### src/rtl/ask_demod.sv
// ---------------------------------------------------------------------------
// ask_demod
//
// Non-coherent ASK demodulator. Takes the 8-bit modulated sample stream
// (gated carrier, constant level for a 0 bit) and recovers one data bit per
// bit period. Each bit is decided from the peak-to-peak swing of a
// BIT_LEN-sample integrate-and-dump window.
//
// The first window is aligned to a detected carrier onset, which is a large
// sample-to-sample step seen while searching. Lock is dropped after
// LOSS_CNT consecutive 0 decisions.
//
// Ports
//   clk        in   1  system clock, one sample per cycle
//   rst_n      in   1  asynchronous active-low reset
//   din        in   8  unsigned modulated sample
//   bit_out    out  1  last decided bit, held between decisions
//   bit_valid  out  1  one-cycle strobe, bit_out is new this cycle
//   locked     out  1  high while windows are being decided
//   pp_last    out  8  peak-to-peak value of the last decided window
// ---------------------------------------------------------------------------
module ask_demod #(
    parameter int BIT_LEN  = 256,   // samples per bit, 4..65535
    parameter int PP_TH    = 64,    // min peak-to-peak decided as 1
    parameter int EDGE_TH  = 32,    // min |step| declaring carrier onset
    parameter int LOSS_CNT = 8      // consecutive zeros that drop lock, 1..255
) (
    input  logic       clk,
    input  logic       rst_n,
    input  logic [7:0] din,
    output logic       bit_out,
    output logic       bit_valid,
    output logic       locked,
    output logic [7:0] pp_last
);

    localparam logic [0:0] ST_SEARCH = 1'b0;
    localparam logic [0:0] ST_LOCK   = 1'b1;

    localparam logic [15:0] LAST_IDX  = 16'(BIT_LEN - 1);
    localparam logic [8:0]  PP_TH_L   = 9'(PP_TH);
    localparam logic [8:0]  EDGE_TH_L = 9'(EDGE_TH);
    localparam logic [7:0]  LOSS_L    = 8'(LOSS_CNT);

    logic [0:0]  state_q,    state_d;
    logic [7:0]  prev_q,     prev_d;
    logic        prev_ok_q,  prev_ok_d;
    logic [7:0]  max_q,      max_d;
    logic [7:0]  min_q,      min_d;
    logic [15:0] cnt_q,      cnt_d;
    logic [7:0]  zero_cnt_q, zero_cnt_d;
    logic        bit_q,      bit_d;
    logic        valid_q,    valid_d;
    logic [7:0]  pp_last_q,  pp_last_d;

    logic [7:0]        mx;
    logic [7:0]        mn;
    logic [7:0]        pp;
    logic [7:0]        zero_inc;
    logic signed [8:0] diff_s;
    logic [8:0]        diff_abs;
    logic              decided_one;

    always_comb begin
        state_d    = state_q;
        prev_d     = din;
        prev_ok_d  = 1'b1;
        max_d      = max_q;
        min_d      = min_q;
        cnt_d      = cnt_q;
        zero_cnt_d = zero_cnt_q;
        bit_d      = bit_q;
        valid_d    = 1'b0;
        pp_last_d  = pp_last_q;

        // Running extremes including the current sample. mx >= mn always
        // holds here because the window is seeded with max=0/min=255 and the
        // current sample is folded into both, so pp never wraps.
        mx          = (din > max_q) ? din : max_q;
        mn          = (din < min_q) ? din : min_q;
        pp          = mx - mn;
        decided_one = ({1'b0, pp} >= PP_TH_L);
        zero_inc    = zero_cnt_q + 8'd1;

        // Sample-to-sample step magnitude, 9-bit to cover the full -255..255.
        diff_s   = $signed({1'b0, din}) - $signed({1'b0, prev_q});
        diff_abs = diff_s[8] ? 9'(-diff_s) : 9'(diff_s);

        case (state_q)
            ST_SEARCH: begin
                if (prev_ok_q && (diff_abs >= EDGE_TH_L)) begin
                    // The onset sample is the first sample of the first window.
                    state_d    = ST_LOCK;
                    max_d      = din;
                    min_d      = din;
                    cnt_d      = 16'd1;
                    zero_cnt_d = 8'd0;
                end
            end
            default: begin
                if (cnt_q != LAST_IDX) begin
                    max_d = mx;
                    min_d = mn;
                    cnt_d = cnt_q + 16'd1;
                end else begin
                    bit_d     = decided_one;
                    valid_d   = 1'b1;
                    pp_last_d = pp;
                    // Neutral seed: the next sample becomes both max and min.
                    max_d     = 8'd0;
                    min_d     = 8'd255;
                    cnt_d     = 16'd0;
                    if (decided_one) begin
                        zero_cnt_d = 8'd0;
                    end else begin
                        zero_cnt_d = zero_inc;
                        // The final zero is still emitted; lock falls on the
                        // same edge so a new onset can be seen next cycle.
                        if (zero_inc == LOSS_L) begin
                            state_d = ST_SEARCH;
                        end
                    end
                end
            end
        endcase
    end

    always_ff @(posedge clk or negedge rst_n) begin
        if (!rst_n) begin
            state_q    <= ST_SEARCH;
            prev_q     <= 8'd0;
            prev_ok_q  <= 1'b0;
            max_q      <= 8'd0;
            min_q      <= 8'd0;
            cnt_q      <= 16'd0;
            zero_cnt_q <= 8'd0;
            bit_q      <= 1'b0;
            valid_q    <= 1'b0;
            pp_last_q  <= 8'd0;
        end else begin
            state_q    <= state_d;
            prev_q     <= prev_d;
            prev_ok_q  <= prev_ok_d;
            max_q      <= max_d;
            min_q      <= min_d;
            cnt_q      <= cnt_d;
            zero_cnt_q <= zero_cnt_d;
            bit_q      <= bit_d;
            valid_q    <= valid_d;
            pp_last_q  <= pp_last_d;
        end
    end

    assign bit_out   = bit_q;
    assign bit_valid = valid_q;
    assign locked    = (state_q == ST_LOCK);
    assign pp_last   = pp_last_q;

endmodule

### config.mk
export PLATFORM = sky130hd
export DESIGN_NAME = ask_demod
export DESIGN_NICKNAME = d
export VERILOG_FILES = /design/src/rtl/ask_demod.sv
export SDC_FILE = /design/constraint.sdc
export NUM_CORES = 1
export LEC_CHECK = 0
export CORE_ASPECT_RATIO = 2
export CORE_MARGIN = 8
export CORE_UTILIZATION = 34
export DETAILED_ROUTE_END_ITERATION = 8
export GPL_ROUTABILITY_DRIVEN = 0
export MAX_ROUTING_LAYER = met4
export SLEW_MARGIN = 10
export SYNTH_ARGS = -nofsm -noshare
export SYNTH_HDL_FRONTEND = slang
export SYNTH_SLANG_ARGS = --single-unit
### constraint.sdc
create_clock -name clk -period 8.5 [get_ports clk]
set_input_delay 0.85 -clock clk [delete_from_list [all_inputs] [get_ports clk]]
set_output_delay 0.85 -clock clk [all_outputs]
set_load 0.01 [all_outputs]
==> impl_metrics.ini, run 1 <==
[status]
outcome = finished clean

[yosys]
netlist-cell-type-count = 70
seq_area_frac_synth_pct = 35.1
yosys_warnings = 0
yosys.area.top_type = dfrtp_1
ys_async_sr_fraction_pct = 100
synth_edf_count = 0
syn_avg_cell_area_sq_um = 8.84
synth_fp_nets = 528
ys_seq_elements = 60
ys.flop_type = dfrtp_1
syn-cell-area_sq_um = 4280
syn_inst = 484
synth_top_area_share_pct = 35.1
synthTopCellsByArea = dfrtp_1, ha_1, inv_1

[die]
die-width_um = 95.3
rows = 58
dieArea_sq_um = 16600
fp.coreArea_sq_um = 12400
fp.dieH_um = 175
initial_utilization_pct = 34.5
boundaryPins = 21

[cts]
cts.path.max_buffers = 2
cts_setup_buffers = 0
ctsHtreeMaxLevel = 3
cts_tree = yes
ctsHoldBuffers = 0
clk_pin_slew_ns = 0.05
clockRootBuffer = clkbuf_16
cts_buffers = 9
cts_sinks = 60
insertion_delay_ns = 0.33
cts_resized = 0

[drt]
route.met3.wl_um = 469
drt-total-wl_mm = 9.94
drt_pass1_iterations = 4
dr_total_vias = 3625
met2_wirelength_mm = 4.67
wl_met1_mm = 4.65
post_drt_wl_per_cell_um = 15.0
highest_layer = met4
via_per_inst = 5.48
drt-initial-drc-count = 229
ant_nets = 0
drc_errors = 0

[global_routing]
antenna_found_initial = 0
grt_overflow = 0
grt_usage_pct = 13.1
grt_pass1_vias = 3553
grt_start_max_net_pins = 61
grt_first_pass_wirelength_mm = 17.1

[layout]
final_cell_area_sq_um = 4930
nFillCells = 1211
area_delta_synth_final_pct = 15.1
final_cell_mix = dfrtp_1, inv_1, nand2_1
post_route_cells_drive_above_1_share_pct = 7.44
antenna_cells = 0
fin_nets = 551
layout_commonest_cell = dfrtp_1

[placed_design]
post_dp_cell_area_sq_um = 4650
hpwl_mm = 7.16
portBuffers = 20

[hold_path]
hold_class = flip-flop to flip-flop
hp-start = pp_last[4]
min_to = pp_last[4]
hold_path_depth = 2

[sta]
maxSlewHeadroom_pct = 46.5
slew_viol_final = 0
rsz0062_at_grt = no
hold_viol = 0
timing.final.crit_share_pct = 60.2
period_minus_slack_ns = 5.12
max_freq_mhz = 195
setup_tns_ns = 0
skew_ns = 0.00737
fin_hold_ws_ns = 0.473
worst_slew_pin_slew_ns = 0.792
finalSetupViolations = 0

[run]
drv_cap = 0

[setup_path]
worstPathMaxFanout = 16
worstRegToRegCells = 18
required_ns = 8.74
crit_type = primary input to flip-flop
cp.arrival_ns = 5.36
start_kind = primary input
end_kind = flip-flop
reg2reg_slack_ns = 4.18
timing.rr.start = max_q[2]
r2r_end = zero_cnt_q[4]

[power]
p_leak_nw = 2.18
peakVddDrop_mv = 0.190
p_per_area_nw_per_um2 = 334
[report_power, final]
part	total [mW]	switching (mW)	internal, mW	leakage [nW]
logic	0.874	0.519	0.355	1.33
clock network	0.340	0.130	0.210	0.133
registers	0.431	0.0747	0.356	0.716
total	1.64	0.724	0.920	2.18
[flip-flops by register name (all words and copies together), names as in the netlist, 8 cells and up]
register and flops:
min_q 8, prev_q 8, cnt_q 16, zero_cnt_q 8, max_q 8, pp_last 8
[how the worst max path moves through the flow]
stage                         end  slack, ns    from
floorplan           zero_cnt_q[5]       4.26  din[5]
global placement    zero_cnt_q[5]       3.16  din[2]
CTS                 zero_cnt_q[4]       3.45  din[5]
finish              zero_cnt_q[4]       3.38  din[5]
global route        zero_cnt_q[4]       2.97  din[5]
detailed placement  zero_cnt_q[4]       3.11  din[5]
[worst max-delay path: stages]
cell	delay, ns
clkdlybuf4s50_1	0.72
ha_1	0.32
a211o_1	0.29
a21oi_1	0.41
o31a_2	0.46
nor2_1	0.07
a21oi_1	0.27
ha_1	0.30
a21o_1	0.22
a32oi_1	0.20
o211a_1	0.21
a221oi_2	0.09
o31a_1	0.30
o211ai_4	0.35
nand2_4	0.12
o221ai_1	0.17
[stage by stage]
| step | setup slack [ns] | utilization, % | power, mW | cells |
|---|---|---|---|---|
| after floorplan | 4.26 | - | 1.11 | 484 |
| after global placement | 3.16 | 37.5 | 1.29 | 646 |
| after detailed placement | 3.11 | 37.5 | 1.30 | 646 |
| after CTS | 3.45 | 39.7 | 1.65 | 661 |
| after global routing | 2.97 | 39.7 | 1.79 | 661 |
| final | 3.38 | 39.7 | 1.64 | 661 |
[metal layers]
metal | up-vias | GRT usage, %
li1 | 1814 | -
met3 | 12 | 2.67
met1 | 1730 | 16.9
met2 | 69 | 19.8
met4 | 0 | 4.52
met5 | - | -
[synthesized netlist by cell type (4+ instances only)]
master and number:
nor3_1 6, and3_1 9, o22a_1 8, buf_2 4
nand4_1 9, a21o_1 4, a21oi_1 31, nor2_1 32
o221ai_1 4, nand2_1 41, ha_1 32, inv_1 48
mux2i_1 14, nand3_1 17, o21a_1 6, clkbuf_1 10
o311ai_0 4, a31oi_1 5, a22o_1 11, nor4_1 5
o41ai_1 4, xnor2_1 12, o21ai_0 32, dfrtp_1 60
o22ai_1 6, o211ai_1 5, o21ai_1 4
[layout make-up]
| cell class | instances | area (sq um) | area share [%] |
|---|---|---|---|
| repair buffers | 26 | 240 | 4.88 |
| clock buffers | 11 | 253 | 5.13 |
| clock inverters | 4 | 25.0 | 0.508 |
| multi-input cells | 361 | 2540 | 51.5 |
| inverters | 49 | 184 | 3.73 |
| flip-flops and latches | 60 | 1500 | 30.5 |
| well taps | 150 | 188 | 3.81 |
[kinds of logic (layout without fill, tap and decap cells)]
family	Yosys count	in the layout	share of synthesized area (%)
xor gates and xnor gates	15	15	3.07
and+or+nand+nor	141	141	16.5
buffers and inverters	63	90	5.64
DFF	60	60	35.1
AOI/OAI and AO/OA	156	156	26.1
muxes	14	14	3.27
adders and majority gates	34	34	10.3
other	1	1	0.0876
No activity file was read; power rests on OpenSTA's default activity.
==> run 2, diff against run 1 <==
==> constraint.sdc (replaced) <==
create_clock -name clk -period 4.6 [get_ports clk]
set_input_delay 0.46 -clock clk [delete_from_list [all_inputs] [get_ports clk]]
set_output_delay 0.46 -clock clk [all_outputs]
set_load 0.01 [all_outputs]
==> run 2 against run 1 <==
  * Critical path type unchanged
  * Largest cell class unchanged
  * Design area up 2.4%
  * Non-clock buffer count up 18
  * First-iteration DRC count grew 21%
  * Routed wire length up 4.7%
  * Sequential power rose by 82%
  * Die area unchanged
  * Critical path depth unchanged
  * Final cell count grew 2.7%
  * Count of clock-buffer cells in the layout is 1 lower
  * Sequential share of layout area decreased by 0.72 points
  * Clock power increased by 75%
  * Sequential cell count unchanged
==> impl_metrics.ini, run 2 (synthesis gave the netlist of run 1 again) <==
[layout]
fin_nets = 569
area_delta_synth_final_pct = 17.9
largest_reg_flops = 16
post_route_cells_drive_above_1_share_pct = 10.8
antenna_cells = 0
nFillCells = 1226
final_cell_mix = dfrtp_1, inv_1, nand2_1
largest-register = cnt_q
layout_commonest_cell = dfrtp_1
final_cell_area_sq_um = 5050

[setup_path]
start_kind = primary input
slowest_stage = clkdlybuf4s50_1
worstPathCellList = clkdlybuf4s50_1 > ha_1 > nand4_1 > or2_0 > nand2_1 > nand2_1 > o21ai_0 > ha_1 > a21o_1 > a32oi_1 > o211a_1 > a221oi_2 > o31a_1 > o211ai_4 > nand2_4 > o221ai_1
cpPeakStageDelay_ns = 0.57
end_kind = flip-flop
required_ns = 4.85
worstPathMaxFanout = 9
cpLargestDelayFamily = compound AO/OA/AOI/OAI gates
crit_type = primary input to flip-flop
timing.critical_path.buf_inv = 1
cp.arrival_ns = 4.50

[drt]
drt-total-wl_mm = 10.4
drc_errors = 0
dr_total_vias = 3738
drt-initial-drc-count = 278
ant_nets = 0
via_per_inst = 5.51
drt_pass1_iterations = 4
post_drt_wl_per_cell_um = 15.3

[power]
peakVddDrop_mv = 0.351
p_per_area_nw_per_um2 = 619
seqPwrFrac_pct = 25.1
comb_power_share_pct = 55.8
pwr-share-clk_pct = 19.1
p_sw_mw = 1.37
p_total_mw = 3.13
swShare_pct = 43.8
internal_power_mw = 1.76
p_leak_nw = 2.25

[cts]
cts_setup_buffers = 0
clockRootBuffer = clkbuf_16
cts_tree = yes
cts.path.max_buffers = 2
clk_pin_slew_ns = 0.05
ctsHtreeMaxLevel = 3
cts_resized = 0
cts_sinks = 60
cts_buffers = 9
insertion_delay_ns = 0.34
ctsHoldBuffers = 0

[sta]
finalSetupViolations = 0
max_freq_mhz = 235
skew_ns = 0.00710
maxSlewHeadroom_pct = 46.9
worst_slew_pin_slew_ns = 0.796
slew_viol_final = 0
setup_slack_ns = 0.351
period_minus_slack_ns = 4.25
fin_hold_ws_ns = 0.281
rsz0062_at_grt = no
timing.final.crit_share_pct = 92.4
hold_viol = 0

[placed_design]
hpwl_mm = 7.69
post_dp_cell_area_sq_um = 4780
preCtsSetupSlack_ns = -0.0117
portBuffers = 20

[global_routing]
grt_usage_pct = 14.0
grt_pass1_vias = 3749
antenna_found_initial = 0
grt_start_max_net_pins = 61
grt_first_pass_wirelength_mm = 18.1
grt_overflow = 0

[die]
fp.coreArea_sq_um = 12400
fp.dieH_um = 175
die-width_um = 95.3
boundaryPins = 21
initial_utilization_pct = 34.5
dieArea_sq_um = 16600
rows = 58

[status]
outcome = finished clean

[run]
drv_cap = 0

[hold_path]
hold_class = primary input to async pin
==> run 2: through the flow <==
stage | util [%] | cells | TNS, ns
4_1_cts | 40.6 | 679 | 0
3_5_place_dp | 38.6 | 664 | -0.0205
3_3_place_gp | 38.6 | 664 | 0
2_1_floorplan | - | 484 | 0
6_report | 40.7 | 679 | 0
5_1_grt | 40.7 | 679 | 0
==> run 2: final timing paths <==
| path | endpoint | startpoint | cells past startpoint | slack [ns] |
|---|---|---|---|---|
| worst max-delay path | zero_cnt_q[4] | din[5] | 16 | 0.35 |
| min in group clk | pp_last[0] | pp_last[0] | 2 | 0.48 |
| max in group asynchronous | prev_q[0] | rst_n | 2 | 3.80 |
| worst max register to register | zero_cnt_q[4] | max_q[7] | 16 | 0.67 |
| worst min register to register | pp_last[0] | pp_last[0] | 2 | 0.48 |
| worst min-delay path | max_q[2] | rst_n | 2 | 0.28 |
==> run 2: area by class of cell <==
type | instances | area, sq um | area share, %
Tap cell | 150 | 188 | 3.72
Multi-Input combinational cell | 361 | 2540 | 50.3
Clock buffer | 10 | 229 | 4.54
Clock inverter | 5 | 30.0 | 0.595
Timing Repair Buffer | 44 | 375 | 7.44
Sequential cell | 60 | 1500 | 29.8
Inverter | 49 | 184 | 3.64
==> run 2: layer usage <==
layer,routed length (um),share of wire (%),global-route usage (%)
met1,4820,46,17.7
met2,4840,47,20.6
met3,429,4.1,2.71
met4,311,3.0,6.69
met5,0,0,-
==> run 2: power by group through the flow <==
stage               registers [mW]  clock network (mW)  logic, mW
floorplan                    0.763                   0       1.28
CTS                          0.783               0.617       1.74
detailed placement           0.790                   0       1.73
global route                 0.804               0.639       1.97
global placement             0.789                   0       1.70
finish                       0.785               0.596       1.74
==> run 3, diff against run 2 <==
--- a/config.mk
+++ b/config.mk
@@ -11,6 +11,7 @@
 export DETAILED_ROUTE_END_ITERATION = 8
 export GPL_ROUTABILITY_DRIVEN = 0
 export MAX_ROUTING_LAYER = met4
+export RECOVER_POWER = 50
 export SLEW_MARGIN = 10
 export SYNTH_ARGS = -nofsm -noshare
 export SYNTH_HDL_FRONTEND = slang
==> constraint.sdc (replaced) <==
create_clock -name clk -period 4.6 [get_ports clk]
set_input_delay 1.38 -clock clk [delete_from_list [all_inputs] [get_ports clk]]
set_output_delay 1.38 -clock clk [all_outputs]
set_load 0.01 [all_outputs]
==> run 3 against run 2 <==
  * The run now ends with max-capacitance violations, max-slew violations left
  * Via count is 8.5% higher
  * Critical path depth is 2 higher
  * Routed wire length is 15% higher
  * Core utilization is 5.3 points higher
  * Die area stayed put
==> impl_metrics.ini, run 3 (synthesis gave the netlist of run 1 again) <==
[status]
outcome = finished with violations
violations = max-capacitance violations, max-slew violations

[placed_design]
portBuffers = 20
hpwl_mm = 8.22

[sta]
period_minus_slack_ns = 4.38
worst_slew_pin_slew_ns = 1.98
maxSlewHeadroom_pct = -32.1
skew_ns = 0.00884
finalSetupViolations = 0
slew_viol_final = 36
fin_hold_ws_ns = 0.489
hold_viol = 0
rsz0062_at_grt = no
max_freq_mhz = 228
timing.final.crit_share_pct = 95.3

[cts]
cts.path.max_buffers = 2
clk_pin_slew_ns = 0.06
cts_buffers = 9
cts_tree = yes
clockRootBuffer = clkbuf_16
cts_sinks = 60
insertion_delay_ns = 0.35
ctsHtreeMaxLevel = 3

[global_routing]
grt_overflow = 0
grt_pass1_vias = 3986
grt_start_max_net_pins = 36
grt_usage_pct = 15.5
antenna_found_initial = 0
grt_first_pass_wirelength_mm = 19.9

[drt]
drt_pass1_iterations = 4
via_per_inst = 5.51
dr_total_vias = 4057
drc_errors = 0
drt-initial-drc-count = 237
post_drt_wl_per_cell_um = 16.2
ant_nets = 0
drt-total-wl_mm = 12.0

[setup_path]
reg2reg_slack_ns = 0.79
cp.arrival_ns = 4.60
worstPathMaxFanout = 7
cp-startpoint = din[6]
required_ns = 4.82
start_kind = primary input
r2r_end = zero_cnt_q[4]
crit_type = primary input to flip-flop
end_kind = flip-flop
timing.rr.start = max_q[2]
crit_end = zero_cnt_q[4]
worstRegToRegCells = 19

[layout]
fin_nets = 625
layout_commonest_cell = buf_4
antenna_cells = 0
post_route_cells_drive_above_1_share_pct = 23.7
largest_reg_flops = 16
final_cell_mix = buf_4, dfrtp_1, inv_1
area_delta_synth_final_pct = 33.3
largest-register = cnt_q

[die]
dieArea_sq_um = 16600
initial_utilization_pct = 34.5
rows = 58
fp.dieH_um = 175
die-width_um = 95.3
boundaryPins = 21
fp.coreArea_sq_um = 12400

[hold_path]
hold_class = flip-flop to flip-flop
hp-start = pp_last[2]

[power]
p_per_area_nw_per_um2 = 674
p_total_mw = 3.85
p_leak_nw = 2.58
peakVddDrop_mv = 0.465

[run]
drv_cap = 1
run 3: how the worst min path moves through the flow:
stage | cells after the start | slack (ns) | to
2_1_floorplan | 1 | 0.46 | cnt_q[6]
3_3_place_gp | 2 | 0.47 | pp_last[1]
3_5_place_dp | 2 | 0.47 | pp_last[5]
4_1_cts | 2 | 0.49 | pp_last[3]
5_1_grt | 1 | 0.52 | cnt_q[3]
6_report | 2 | 0.49 | pp_last[2]
run 3: what timing repair did:
item                       CTS  global route
resized for setup           30            31
setup endpoints to repair   14            32
hold buffers                 0             0
setup buffers               11             5
pin swaps                   21            27
cloned                       1             0
run 3: final cells by class:
cell class	count	area [sq um]
tap	150	188
timing repair buffer	99	768
multi-input combinational	362	2760
sequential	60	1500
inverter	49	184
clock buffer	9	225
fill	1179	6700
clock inverter	7	77.6
run 3: metrics by stage:
| step | setup WS (ns) | area (sq um) | utilization [%] | cells | setup TNS (ns) |
|---|---|---|---|---|---|
| floorplan | 0.0142 | 4300 | - | 484 | 0 |
| global placement | -0.539 | 5120 | 41.3 | 703 | -9.04 |
| detailed placement | -0.635 | 5120 | 41.3 | 703 | -10.71 |
| CTS | 0.00350 | 5630 | 45.3 | 731 | 0 |
| global route | 0.0437 | 5710 | 46.0 | 736 | 0 |
| finish | 0.217 | 5710 | 46.0 | 736 | 0 |
run 3: worst max-delay path: stages:
cell and delay [ns]:
clkbuf_2 0.12, buf_6 0.14, ha_4 0.23, o21a_1 0.21, a21oi_4 0.23, o31a_4 0.21
nor2_2 0.04, a21oi_2 0.14, ha_1 0.25, a21o_1 0.21, a32oi_1 0.19, o211a_1 0.21
a221oi_4 0.09, buf_4 0.16, o311ai_4 0.36, o211ai_2 0.20, nand3_1 0.14, o221ai_2 0.09
run 3: where the power goes:
group	internal (mW)	leakage, nW	switching (mW)	total, mW
Clock	0.421	0.146	0.265	0.686
Sequential	0.657	0.716	0.143	0.800
Combinational	1.12	1.71	1.24	2.36
run 3: routing by layer:
metal	track usage, %	share of wire [%]	vias up
met5	-	0	-
met3	2.88	3.6	14
met4	6.56	1.8	0
met1	19.8	47	1966
met2	23.1	48	96
li1	-	-	1981
